--- config.mk ---
export PLATFORM = sky130hd
export DESIGN_NAME = dlx_sram_ctrl
export DESIGN_NICKNAME = d
export VERILOG_FILES = /design/src/rtl/dlx_sram_ctrl.sv
export SDC_FILE = /design/constraint.sdc
export NUM_CORES = 1
export LEC_CHECK = 0
export CAP_MARGIN = 40
export CORE_MARGIN = 10
export CORE_UTILIZATION = 49
export DETAILED_ROUTE_END_ITERATION = 10
export GPL_ROUTABILITY_DRIVEN = 0
export PLACE_DENSITY = 0.8
export SYNTH_ARGS = -nofsm -noshare
export SYNTH_HDL_FRONTEND = slang
export SYNTH_SLANG_ARGS = --single-unit
--- constraint.sdc ---
create_clock -name clk -period 2.6 [get_ports clk]
set_input_delay 0.52 -clock clk [delete_from_list [all_inputs] [get_ports clk]]
set_output_delay 0.52 -clock clk [all_outputs]
set_load 0.03 [all_outputs]
--- src/rtl/dlx_sram_ctrl.sv ---
// DLX data-memory controller: each 32-bit CPU access becomes two wait-stated
// half-word cycles on a 16-bit asynchronous SRAM. Optional store buffer: DLX_SRAM_BYPASS_EN.
module dlx_sram_ctrl #(
    parameter int unsigned WAIT_CYCLES = 2,
    parameter int unsigned ADDR_W      = 20
) (
    input  logic              clk,
    input  logic              rst,
    input  logic [31:0]       cpu_addr,
    input  logic [31:0]       cpu_wdata,
    input  logic              cpu_we,
    input  logic              cpu_re,
    output logic [31:0]       cpu_rdata,
    output logic              cpu_busy,
    output logic [ADDR_W-1:0] mem_addr,
    output logic [15:0]       mem_dq_o,
    output logic              mem_dq_oe,
    input  logic [15:0]       mem_dq_i,
    output logic              mem_ce_n,
    output logic              mem_oe_n,
    output logic              mem_we_n
);
    localparam int unsigned IDX_W    = ADDR_W - 1;
    localparam logic [3:0]  CNT_LOAD = 4'(WAIT_CYCLES - 1);

    typedef enum logic [2:0] {
        S_IDLE,
        S_LO,
        S_GAP,
        S_HI,
        S_DONE
    } state_t;

    state_t            state_q, state_d;
    logic [3:0]        cnt_q, cnt_d;
    logic [IDX_W-1:0]  idx_q, idx_d;
    logic [31:0]       wdata_q, wdata_d;
    logic              write_q, write_d;
    logic [15:0]       rlo_q, rlo_d;
    logic [31:0]       rdata_q, rdata_d;
    logic              ce_n_q, ce_n_d;
    logic              oe_n_q, oe_n_d;
    logic              we_n_q, we_n_d;
    logic              dq_oe_q, dq_oe_d;
    logic [ADDR_W-1:0] addr_q, addr_d;
    logic [15:0]       dq_o_q, dq_o_d;

    logic              req;
    logic              req_write;
    logic [IDX_W-1:0]  req_idx;
    logic              bypass_hit;
    logic [31:0]       buf_rdata;
    logic              phase_end;
    logic              in_phase_d;
    logic              cur_write;
    logic [IDX_W-1:0]  cur_idx;
    logic [31:0]       cur_wdata;
    logic              unused_addr_bits;

    assign req              = cpu_re | cpu_we;
    assign req_write        = cpu_we & ~cpu_re;
    assign req_idx          = cpu_addr[ADDR_W:2];
    assign phase_end        = (cnt_q == 4'd0);
    assign unused_addr_bits = ^{cpu_addr[31:ADDR_W+1], cpu_addr[1:0]};

    // While accepting, the outputs launched at the acceptance edge must use the live request
    assign cur_write = (state_q == S_IDLE) ? req_write : write_q;
    assign cur_idx   = (state_q == S_IDLE) ? req_idx   : idx_q;
    assign cur_wdata = (state_q == S_IDLE) ? cpu_wdata : wdata_q;

`ifdef DLX_SRAM_BYPASS_EN
    logic             buf_valid_q;
    logic [IDX_W-1:0] buf_idx_q;
    logic [31:0]      buf_data_q;

    always_ff @(posedge clk or negedge rst) begin
        if (!rst) begin
            buf_valid_q <= 1'b0;
            buf_idx_q   <= '0;
            buf_data_q  <= '0;
        end else if (state_q == S_DONE && write_q) begin
            buf_valid_q <= 1'b1;
            buf_idx_q   <= idx_q;
            buf_data_q  <= wdata_q;
        end
    end

    assign bypass_hit = buf_valid_q & cpu_re & (buf_idx_q == req_idx);
    assign buf_rdata  = buf_data_q;
`else
    assign bypass_hit = 1'b0;
    assign buf_rdata  = 32'd0;
`endif

    always_ff @(posedge clk or negedge rst) begin
        if (!rst) begin
            state_q <= S_IDLE;
            cnt_q   <= 4'd0;
            idx_q   <= '0;
            wdata_q <= 32'd0;
            write_q <= 1'b0;
            rlo_q   <= 16'd0;
            rdata_q <= 32'd0;
            ce_n_q  <= 1'b1;
            oe_n_q  <= 1'b1;
            we_n_q  <= 1'b1;
            dq_oe_q <= 1'b0;
            addr_q  <= '0;
            dq_o_q  <= 16'd0;
        end else begin
            state_q <= state_d;
            cnt_q   <= cnt_d;
            idx_q   <= idx_d;
            wdata_q <= wdata_d;
            write_q <= write_d;
            rlo_q   <= rlo_d;
            rdata_q <= rdata_d;
            ce_n_q  <= ce_n_d;
            oe_n_q  <= oe_n_d;
            we_n_q  <= we_n_d;
            dq_oe_q <= dq_oe_d;
            addr_q  <= addr_d;
            dq_o_q  <= dq_o_d;
        end
    end

    always_comb begin
        state_d = state_q;
        case (state_q)
            S_IDLE:  if (req) state_d = bypass_hit ? S_DONE : S_LO;
            S_LO:    if (phase_end) state_d = S_GAP;
            S_GAP:   state_d = S_HI;
            S_HI:    if (phase_end) state_d = S_DONE;
            S_DONE:  state_d = S_IDLE;
            default: state_d = S_IDLE;
        endcase
    end

    always_comb begin
        idx_d   = idx_q;
        wdata_d = wdata_q;
        write_d = write_q;
        if (state_q == S_IDLE && req) begin
            idx_d   = req_idx;
            wdata_d = cpu_wdata;
            write_d = req_write;
        end

        cnt_d = cnt_q;
        if ((state_d == S_LO || state_d == S_HI) && state_d != state_q)
            cnt_d = CNT_LOAD;
        else if (state_q == S_LO || state_q == S_HI)
            cnt_d = cnt_q - 4'd1;

        // Read data is sampled on the last edge of each phase, while OE is still low
        rlo_d   = rlo_q;
        rdata_d = rdata_q;
        if (state_q == S_LO && phase_end && !write_q)
            rlo_d = mem_dq_i;
        if (state_q == S_HI && phase_end && !write_q)
            rdata_d = {mem_dq_i, rlo_q};
        if (state_q == S_IDLE && bypass_hit)
            rdata_d = buf_rdata;
    end

    always_comb begin
        in_phase_d = (state_d == S_LO) || (state_d == S_HI);
        ce_n_d     = ~in_phase_d;
        oe_n_d     = ~(in_phase_d & ~cur_write);
        dq_oe_d    = in_phase_d & cur_write;
        // First cycle of a write phase is address setup, so WE waits one cycle
        we_n_d     = ~(in_phase_d & cur_write & (state_d == state_q));
        addr_d     = addr_q;
        dq_o_d     = dq_o_q;
        if (in_phase_d) begin
            addr_d = {cur_idx, (state_d == S_HI)};
            if (cur_write)
                dq_o_d = (state_d == S_HI) ? cur_wdata[31:16] : cur_wdata[15:0];
        end
    end

    assign cpu_busy  = rst & (((state_q == S_IDLE) & req) |
                              (state_q == S_LO) | (state_q == S_GAP) | (state_q == S_HI));
    assign cpu_rdata = rdata_q;
    assign mem_addr  = addr_q;
    assign mem_dq_o  = dq_o_q;
    assign mem_dq_oe = dq_oe_q;
    assign mem_ce_n  = ce_n_q;
    assign mem_oe_n  = oe_n_q;
    assign mem_we_n  = we_n_q;

endmodule

Word-level counts from Yosys, hierarchy flattened
Cells that the tools add are included.
- register bits after elaboration: 147
- input port bits: 84
- output and inout bits: 73
- word-level logic and storage cells: 59
- add/sub/neg operators: 1
- eq/ne operators: 7
- mux-type cells: 10
- bitwise logic cells: 15
- reduce and logical (&&, ||, !) cells: 13
- operators by type and width (cell ; count):
    32-bit 2-to-1 mux ; 1
    19-bit 2-to-1 mux ; 1
    16-bit 2-to-1 mux ; 1
    3-bit one-hot mux with 4 select lines ; 1
    3-bit by 2-bit == test with 1-bit output (second input constant) ; 3
    3-bit 2-to-1 mux ; 3
    4-bit 2-to-1 mux ; 2
    1-bit bitwise AND ; 6
    3-bit by 1-bit == test with 1-bit output (second input constant) ; 2
    1-bit logical AND ; 6
    1-bit inverter ; 5
    4-bit logical NOT ; 1
    1-bit bitwise OR ; 4
    4-bit by 1-bit subtractor with 4-bit output (second input constant) ; 1
    3-bit == test ; 1
    3-bit logical NOT ; 1
    3-bit inequality test ; 1
    1-bit logical OR ; 2
    2-bit AND reduction ; 1
    2-bit nonzero test ; 1
    1-bit logical NOT ; 1
    1-bit 2-to-1 mux ; 1

Depth between registers and ports, before layout
- depth in word-level cells: 8
- mapped depth: 8
- depth with buffers taken out: 7

Worst setup path before layout
OpenSTA, ideal clock, no wires.
- kind: register -> register
- from: register cnt_q[0]
- to: register rlo_q[10]
- library setup time: 0.125 ns
- arrival: 1.782 ns
- required time: 2.475 ns
- path slack: 0.693 ns
- stages on the path, launching flop included: 8
- buffers on the path: 2
- period minus slack after synthesis: 1.907 ns
- cell sequence: dfrtp_1 inv_1 ha_1 nand4bb_4 or4_4 buf_6 buf_12 mux2_4
- word-level cells in the longest chain between the ends: 3
- RTL lines (item ; RTL line ; RTL):
    start: declaration ; 35 ; logic [3:0] cnt_q, cnt_d;
    start signal: assignment ; 112 ; cnt_q <= cnt_d;
    4-bit logical NOT ; 63 ; assign phase_end = (cnt_q == 4'd0);
    1-bit logical AND (2 in a row) ; 158 ; if (state_q == S_LO && phase_end && !write_q)
    end signal: assignment ; 116 ; rlo_q <= rlo_d;
    end: declaration ; 39 ; logic [15:0] rlo_q, rlo_d;
No other way between the ends.
A chain may end at the register's enable or synchronous reset.

Final worst setup path
- from: input port cpu_we
- to: output port cpu_busy
- word-level cells in the longest chain between the ends: 6
- RTL lines (item ; RTL line ; RTL):
    start: declaration ; 11 ; input logic cpu_we,
    1-bit bitwise OR ; 60 ; assign req = cpu_re | cpu_we;
    1-bit bitwise AND ; 182 ; assign cpu_busy = rst & (((state_q == S_IDLE) & req) |
    1-bit bitwise OR ; 182 ;
    1-bit bitwise OR (2 in a row) ; 183 ; (state_q == S_LO) | (state_q == S_GAP) | (state_q == S_HI));
    1-bit bitwise AND ; 182 ;
    end: declaration ; 14 ; output logic cpu_busy,
No other way between the ends.

==> impl_metrics.env <==
export IMPL_outcome="finished clean"
export IMPL_startpoint_type="primary input"
export IMPL_synth_xor_area_share_pct=0.144
export IMPL_reg2reg_depth=7
export IMPL_die_y_um=131
export IMPL_maxSlewHeadroom_pct=49.5
export IMPL_fin_cells=765
export IMPL_skew_ns=0.00611
export IMPL_reg2reg_to="cpu_rdata[27]$_DFFE_PN0P_"
export IMPL_cts_tree="yes"
export IMPL_fin_nets=670
export IMPL_grt_max_degree=148
export IMPL_cp_cell_sequence="clkdlybuf4s50_1 > nor2_1 > a21oi_1 > and2_1 > buf_4"
export IMPL_synth_top_area_cell="dfrtp_1"
export IMPL_dp_cells=734
export IMPL_post_route_util_pct=68.8
export IMPL_cp_data_arrival_time_ns=1.80
export IMPL_ir_drop_mv=0.621
export IMPL_port_buffers=143
export IMPL_p_per_area_nw_per_um2=1430
export IMPL_cts_repair_resized=0
export IMPL_cpPeakStageDelay_ns=0.45
export IMPL_critPathLaunch="cpu_we"
export IMPL_vias=4127
export IMPL_wl_mm=14.7
export IMPL_synthSimpleGateAreaFrac_pct=4.88
export IMPL_grt_pass1_vias=4535
export IMPL_postCtsSetupRepairBufs=0
export IMPL_synth_top_area_share_pct=59.3
export IMPL_rrSetupSlack_ns=0.50
export IMPL_fillCellCount=871
export IMPL_leakagePower_uw=0.00349
export IMPL_numCtsBuffers=17
export IMPL_hold_class="in -> async"
export IMPL_tightest_slew_ns=0.758
export IMPL_synth_area_leaders="dfrtp_1 59%, mux2_2 16%, a21oi_1 3.1%"
export IMPL_drt_iter0_markers=281
export IMPL_gr_total_overflow=0
export IMPL_syn_area_um2=6080
export IMPL_areaGrowthSynthToFinish_pct=36.5
export IMPL_initial_core_util_pct=50.4
export IMPL_grt_pass1_wl_mm=24.1
export IMPL_num_antenna_cells=0
export IMPL_clkLatencyLatePin_ns=0.42
export IMPL_slowest_stage="clkdlybuf4s50_1"
export IMPL_ys_warn_count=0
export IMPL_ant_nets=0
export IMPL_synth_adder_area_share_pct=0.206
export IMPL_clk_pin_slew_ns=0.06
export IMPL_grtUsageTotal_pct=17.3
export IMPL_synth_flop_cell="dfrtp_1"
export IMPL_maxSlewViolCount=0
export IMPL_crit_required_ns=2.08
export IMPL_firstDrtPassIters=4
export IMPL_cp_top_family="buffers and inverters"
export IMPL_cp_end_kind="primary output"
export IMPL_crit_path_max_fanout=3
export IMPL_syn_num_nets=530
export IMPL_io_pins=157
export IMPL_dieArea_um2=17300
export IMPL_syn_inst=445
export IMPL_route_detailed_drc=0
export IMPL_async_flop_share_pct=100
export IMPL_max_freq_mhz=430
export IMPL_fp_dieW_um=131
export IMPL_cts_sinks=147
export IMPL_antenna_found_initial=0
export IMPL_muxShareOfSynthArea_pct=22.3
export IMPL_final_hold_violation_count=0
export IMPL_reg2reg_from="cnt_q[0]$_DFFE_PN0P_"
export IMPL_fp_row_count=40
export IMPL_cts_buffer_depth=2
export IMPL_period_needed_ns=2.32
export IMPL_cts_hold_buf=0
export IMPL_h_tree_depth=4
export IMPL_tns_ns=0
export IMPL_cp_num_cells=5
export IMPL_synth_edff_count=0
export IMPL_setup_violations=0
export IMPL_drive_above_1_share_pct=25.5
export IMPL_pre_cts_ws_ns=0.290
export IMPL_vias_per_cell=5.39
export IMPL_dpl_hpwl_mm=10.0
export IMPL_rsz0062_at_grt="no"
export IMPL_yosysSeqAreaShare_pct=60.6
export IMPL_yosys_register_bits=147
export IMPL_max_cap_viol_count=0
export IMPL_core_area_um2=12100
export IMPL_synth_top_family_by_area="multiplexers"
export IMPL_min_period_over_period_pct=89.4
export IMPL_synth_compound_area_share_pct=8.68
export IMPL_syn_avg_cell_area_um2=13.7
export IMPL_crit_end="cpu_busy"
export IMPL_clockRootBuffer="clkbuf_16"
export IMPL_setup_ws_ns=0.276
export IMPL_synthDistinctLibCells=43
export IMPL_routedWlPerCell_um=19.2
export IMPL_critical_path_buf_inv_count=2
export IMPL_crit_type="in -> out"
-- Yosys cell counts (2+ instances only) --
cell type / count
a21oi_1: 38
mux2_4: 10
o32ai_1: 16
nand2_1: 22
buf_4: 6
inv_1: 5
dfstp_2: 3
nor2b_1: 2
buf_2: 9
o31ai_1: 16
clkbuf_1: 13
mux2_2: 89
o21ai_0: 2
mux2i_1: 19
nor2_1: 23
dfrtp_1: 144
clkbuf_2: 2
-- report_power, final --
part	total, uW	leakage, uW	internal, uW	switching [uW]
Sequential	4180	0.00175	3480	697
Combinational	5120	0.00143	2430	2700
Clock	2560	0.000311	1660	895
-- cell usage in the layout, fill, tap and decap left out, types with 3 or more instances in the layout --
master             n
a21oi_1           38
clkinv_2           6
clkbuf_16         17
nor2_1            23
inv_1              5
dfrtp_1          144
nand2_1           22
buf_4              7
buf_12             4
mux2i_1           19
clkdlybuf4s50_1  141
clkbuf_8           3
mux2_2            89
o31ai_1           16
bufinv_16          4
dfstp_2            3
o32ai_1           16
mux2_4            10
-- routing by layer --
layer	up-vias	GRT usage, %	share of wire [%]
met3	24	5.60	6.0
met2	155	27.1	48
met1	2068	21.8	44
met5	-	0	0
met4	0	6.74	1.8
li1	1880	-	-
-- sequential cells by signal, summed over array words and instances (netlist names) --
signal and flops:
cpu_rdata 32, wdata_q 32, mem_addr 20, idx_q 19, mem_dq_o 16, rlo_q 16
cnt_q 4, state_q 3, mem_ce_n 1, mem_dq_oe 1, mem_oe_n 1, mem_we_n 1
write_q 1
-- cell families (layout without fill, tap and decap cells) --
group / after synthesis / count (layout)
adder cells (fa/ha/maj): 1 / 1
AO/OA/AOI/OAI: 80 / 80
multiplexers: 119 / 119
XOR/XNOR: 1 / 1
buffers and inverters: 37 / 189
AND/OR/NAND/NOR: 60 / 60
flip-flops: 147 / 147
-- metrics by stage --
stage	cell area (um2)	hold WS [ns]	total power, uW
6_report	8300	0.240	11900
5_1_grt	8300	0.308	12500
4_1_cts	8300	0.289	12000
3_5_place_dp	7670	0.467	9360
3_3_place_gp	7670	0.469	9110
2_1_floorplan	6080	0.224	7380
-- worst register-to-register path, delay by kind of cell (launching register included) --
| kind | cells | cell delay [ns] |
|---|---|---|
| DFF | 1 | 0.40 |
| adders and majority gates | 1 | 0.24 |
| muxes | 1 | 0.38 |
| buffers and inverters | 2 | 0.29 |
| and+or+nand+nor | 3 | 0.68 |
-- final cells by class --
class | instances | area [um2] | share of cell area (%)
multi-input cells | 261 | 2210 | 26.6
repair buffers | 153 | 1560 | 18.7
clock buffers | 20 | 467 | 5.62
inverters | 5 | 18.8 | 0.226
well taps | 168 | 210 | 2.53
flip-flops and latches | 147 | 3680 | 44.4
clock inverters | 11 | 158 | 1.90
-- worst min path at each step --
stage | startpoint | end | slack, ns | cells past startpoint
final | rst | cpu_rdata[18]$_DFFE_PN0P_ | 0.24 | 2
after detailed placement | mem_dq_o[13]$_DFFE_PN0P_ | mem_dq_o[13]$_DFFE_PN0P_ | 0.47 | 2
after global routing | rst | mem_dq_o[10]$_DFFE_PN0P_ | 0.31 | 2
after global placement | mem_dq_o[1]$_DFFE_PN0P_ | mem_dq_o[1]$_DFFE_PN0P_ | 0.47 | 2
after floorplan | rst | cnt_q[0]$_DFFE_PN0P_ | 0.22 | 0
after CTS | rst | cpu_rdata[18]$_DFFE_PN0P_ | 0.29 | 2
(Power assumes the default switching activity.)
